--- src/rtl/branch_cmp_pipe_pkg.sv ---
// Shared branch-compare op encodings, used by the decoder and by the compare pipeline.
package branch_cmp_pipe_pkg;

  localparam logic [2:0] CMP_EQ  = 3'd0;
  localparam logic [2:0] CMP_NE  = 3'd1;
  localparam logic [2:0] CMP_LTZ = 3'd2;
  localparam logic [2:0] CMP_GEZ = 3'd3;
  localparam logic [2:0] CMP_LEZ = 3'd4;
  localparam logic [2:0] CMP_GTZ = 3'd5;
  localparam logic [2:0] CMP_LT  = 3'd6;
  localparam logic [2:0] CMP_LTU = 3'd7;

endpackage

--- src/rtl/branch_cmp_pipe_core.sv ---
// Purely combinational branch condition evaluator (module branch_cmp_core).
module branch_cmp_core
  import branch_cmp_pipe_pkg::*;
#(
  parameter int WIDTH = 32
) (
  input  logic [WIDTH-1:0] a,
  input  logic [WIDTH-1:0] b,
  input  logic [2:0]       op,
  output logic             taken,
  output logic             eq
);

  logic w_neg;
  logic w_zero;
  logic w_lt_s;
  logic w_lt_u;

  // Zero-compare modes look only at a; b is ignored.
  assign eq     = (a == b);
  assign w_neg  = a[WIDTH-1];
  assign w_zero = (a == '0);
  assign w_lt_s = ($signed(a) < $signed(b));
  assign w_lt_u = (a < b);

  always_comb begin
    taken = 1'b0;
    case (op)
      CMP_EQ:  taken = eq;
      CMP_NE:  taken = ~eq;
      CMP_LTZ: taken = w_neg;
      CMP_GEZ: taken = ~w_neg;
      CMP_LEZ: taken = w_neg | w_zero;
      CMP_GTZ: taken = ~w_neg & ~w_zero;
      CMP_LT:  taken = w_lt_s;
      CMP_LTU: taken = w_lt_u;
      default: taken = 1'b0;
    endcase
  end

endmodule

--- src/rtl/branch_cmp_pipe.sv ---
// Branch compare with a STAGES-deep valid/ready result pipeline, flush and async reset.
module branch_cmp_pipe
  import branch_cmp_pipe_pkg::*;
#(
  parameter int WIDTH  = 32,
  parameter int STAGES = 1
) (
  input  logic             clk,
  input  logic             resetn,
  input  logic             in_valid,
  output logic             in_ready,
  input  logic [WIDTH-1:0] a,
  input  logic [WIDTH-1:0] b,
  input  logic [2:0]       op,
  input  logic             flush,
  output logic             out_valid,
  input  logic             out_ready,
  output logic             taken,
  output logic             eq
);

  logic              w_taken;
  logic              w_eq;
  logic              w_xfer;
  logic [STAGES:1]   w_adv;

  logic r_valid [1:STAGES];
  logic r_taken [1:STAGES];
  logic r_eq    [1:STAGES];

  branch_cmp_core #(.WIDTH(WIDTH)) u_core (
    .a     (a),
    .b     (b),
    .op    (op),
    .taken (w_taken),
    .eq    (w_eq)
  );

  // Stage k advances when out_ready is high or any stage from k to the end is empty.
  always_comb begin : adv_chain
    logic acc;
    w_adv = '0;
    acc   = out_ready;
    for (int k = STAGES; k >= 1; k--) begin
      acc      = acc | ~r_valid[k];
      w_adv[k] = acc;
    end
  end

  assign in_ready = resetn & ~flush & w_adv[1];
  assign w_xfer   = in_valid & in_ready;

  always_ff @(posedge clk or negedge resetn) begin
    if (!resetn) begin
      for (int k = 1; k <= STAGES; k++) begin
        r_valid[k] <= 1'b0;
        r_taken[k] <= 1'b0;
        r_eq[k]    <= 1'b0;
      end
    end else if (flush) begin
      for (int k = 1; k <= STAGES; k++) begin
        r_valid[k] <= 1'b0;
      end
    end else begin
      if (w_adv[1]) begin
        r_valid[1] <= w_xfer;
        r_taken[1] <= w_taken;
        r_eq[1]    <= w_eq;
      end
      for (int k = 2; k <= STAGES; k++) begin
        if (w_adv[k]) begin
          r_valid[k] <= r_valid[k-1];
          r_taken[k] <= r_taken[k-1];
          r_eq[k]    <= r_eq[k-1];
        end
      end
    end
  end

  assign out_valid = r_valid[STAGES];
  assign taken     = r_taken[STAGES];
  assign eq        = r_eq[STAGES];

endmodule

--- config.mk ---
export PLATFORM = sky130hd
export DESIGN_NAME = branch_cmp_pipe
export DESIGN_NICKNAME = d
export VERILOG_FILES = /design/src/rtl/branch_cmp_pipe_pkg.sv /design/src/rtl/branch_cmp_pipe_core.sv /design/src/rtl/branch_cmp_pipe.sv
export SDC_FILE = /design/constraint.sdc
export NUM_CORES = 1
export LEC_CHECK = 0
export BUFFER_PORTS_ARGS = -buffer_cell sky130_fd_sc_hd__buf_2
export CAP_MARGIN = 20
export CORE_MARGIN = 2
export CORE_UTILIZATION = 47
export CTS_BUF_LIST = sky130_fd_sc_hd__clkbuf_8
export CTS_CLUSTER_SIZE = 14
export DETAILED_ROUTE_END_ITERATION = 16
export GPL_TIMING_DRIVEN = 1
export PLACE_DENSITY = 0.94
export SYNTH_ARGS = -nofsm -noshare
export SYNTH_HDL_FRONTEND = slang
export SYNTH_SLANG_ARGS = --single-unit
--- constraint.sdc ---
create_clock -name clk -period 2.45 [get_ports clk]
set_input_delay 0.245 -clock clk [delete_from_list [all_inputs] [get_ports clk]]
set_output_delay 0.245 -clock clk [all_outputs]
set_load 0.02 [all_outputs]
==> flow_summary.toml <==
[logic_synthesis]
synth_area_per_cell_sq_um = 7.316
netlist_area_sq_um = 1149
ys_seq_area_share_pct = 6.536
yosysTopAreaCellShare_pct = 34.86
synthCells = 157
ys_seq_elements = 3
synth_top_area_cell = "ha_1"
synth-warning-count = 0
yosysUniqueCellTypes = 31
synth_fp_nets = 261
synthTopCellsByArea = "ha_1, inv_1, dfrtp_1"

[power]
pwr-share-seq_pct = 13.3
p_int_uw = 271.4
power_leakage_nw = 0.9601
vdd_drop_max_mv = 0.3214
power_density_nw_per_um2 = 261.5
pwr-share-clk_pct = 34.2
p_comb_share_pct = 52.5
switching_share_pct = 35.69
p_sw_uw = 150.6
total_power_uw = 422.1

[clocking]
htreeDepth = 1
clk_pin_slew_ns = 0.03
clk_latency_ns = 0.22
cts_tree = "yes"
clk_path_buf_depth = 2
cts-hold-fix-buffers = 1
cts_resized = 0
clkSinkCount = 3
root_buffer = "clkbuf_8"
cts_made_buffers = 3
cts_setup_buffers = 0

[die]
start_util_pct = 50.94
fp.dieW_um = 53.44
dieArea_sq_um = 2855
core_area_sq_um = 2255
io_pins = 76
placementRows = 17
die_h_um = 53.44

[worst_setup_path]
cp_num_buf_inv = 1
critPathMaxFanout = 2
worstPathArrival_ns = 1.84
crit_path_max_incr_delay_ns = 0.34
crit_required_ns = 2.54
endpoint_kind = "register"
worstPathCellList = "buf_2 > ha_1 > and4_1 > nor4b_1 > a21bo_2 > o211ai_1 > a221o_1 > nand4_1"
cpMaxStageDelayCell = "nor4b_1"
crit_type = "input port to register"
start_kind = "input port"
critPathTopFamily = "simple AND/OR/NAND/NOR gates"

[timing]
fin_tns_setup_ns = 0
worst_clock_skew_ns = 0.001461
maxSlewViolCount = 0
timing.final.crit_share_pct = 71.36
grt_setup_unrepaired = "no"
fmax_mhz = 571.9
fin_ws_ns = 0.7016
slew_headroom_pct = 74.36
period_minus_slack_ns = 1.748
setup_viol = 0
finalHoldViolations = 0
tightest_slew_ns = 0.3749
whs_ns = 0.1974

[outcome]
outcome = "finished, final reports clean"

[placement]
pre_cts_ws_ns = 0.5120
port_buffers = 75
dp_hpwl_mm = 2.587
place_congestion = 0.8581

[drt]
drtAntennaViolNets = 0
viasPerCell = 5.245
drt-pass1-iter-count = 4
first_iter_violations = 19
num_vias = 1390
wire_per_inst_um = 10.92
drcViolationCount = 0
drt_wl_total_mm = 2.893

[min_path]
hp-class = "input port to register"

[finish]
layout.area.seq_sq_um = 75.07
drive_above_1_share_pct = 34.60
fillers = 195
antenna_cells = 0
multi_input_area_sq_um = 945.9
syn_to_final_growth_pct = 40.52
final_nets = 342

[global_routing]
grt_overflow_total = 0
grt_max_degree = 8
antenna_found_initial = 0
grt_pass1_vias = 1240
grt_usage_pct = 21.24
grt_pass1_wl_mm = 4.616

[run]
max_cap_viol_count = 0
==> kinds of logic (layout without fill, tap and decap cells) <==
logic type	count (synthesis)	in the layout	synth area share, %
buf+inv	34	114	11.11
fa+ha+maj	32	32	34.86
compound gates	35	35	21.35
simple gates	52	52	25.27
mux	1	1	0.8715
flops	3	3	6.536
==> per-stage QoR <==
stage,utilization (%),area (sq um),std cells
finish,71.59,1614,265
detailed placement,69.15,1559,260
floorplan,-,1149,157
global route,71.59,1614,265
CTS,71.59,1614,265
global placement,69.15,1559,260
==> routing by layer <==
layer	GRT usage (%)	routed length, um	up-vias
met2	37.45	1249	55
li1	-	-	732
met3	1.412	228	4
met1	27.15	1386	599
met4	6.410	29	0
met5	0	0	-
==> synth_stat cells, drive strengths merged <==
cell     instances
a2111oi          2
a21bo            1
a21o             4
a21oi           14
a221o            1
a221oi           1
and4             5
dfrtp            3
ha              32
inv             34
mux2i            1
nand2           13
nand2b           3
nand3            3
nand3b           1
nand4            6
nor2             6
nor2b            1
nor3             3
nor4             8
nor4b            1
o2111ai          1
o211a            1
o211ai           3
o21a             1
o21ai            5
o22ai            1
or2b             1
or3              1
==> power groups by stage <==
stage	clock, mW	combinational, mW	sequential (mW)
2_1_floorplan	0	0.116	0.0612
3_3_place_gp	0	0.213	0.0568
3_5_place_dp	0	0.219	0.0560
4_1_cts	0.144	0.222	0.0559
5_1_grt	0.148	0.254	0.0562
6_report	0.144	0.222	0.0559
==> worst reg2reg max path: cells and delay by family, from the launching register on <==
family	cells	cell delay, ns
AO/OA/AOI/OAI	3	0.62
flip-flops	1	0.37
AND/OR/NAND/NOR	3	0.37
==> placed cells by master (no fill, tap or decap), types with 3 or more instances in the layout <==
cell and instances:
buf_2 75, nand2b_1 3, a21oi_1 14, and4_1 4, clkbuf_8 3, nand4_1 6
inv_1 35, nor3_1 3, nand2_1 13, a21o_1 4, dfrtp_1 3, nand3_1 3
o21ai_0 5, nor4_1 8, o211ai_1 3, ha_1 32, nor2_1 6
==> area by class of cell <==
type / count / share of cell area (%)
well taps: 28 / 2.171
clock inverters: 1 / 0.2326
clock buffers: 3 / 2.558
inverters: 34 / 7.907
flip-flops and latches: 3 / 4.651
multi-input cells: 120 / 58.60
repair buffers: 76 / 23.88
==> final timing paths <==
path	start	end	slack, ns	cells after the start
max	a[9]	taken	0.70	8
min	flush	out_valid	0.20	2
max reg2reg	out_valid	taken	1.02	6
min reg2reg	eq	eq	0.50	2
max in group asynchronous	resetn	out_valid	1.96	2
min in group asynchronous	resetn	eq	0.37	2
==> sequential cells by signal (all words and copies together) (netlist names) <==
name       count
eq             1
out_valid      1
taken          1
Note: power is estimated with default switching activity, not from simulation.
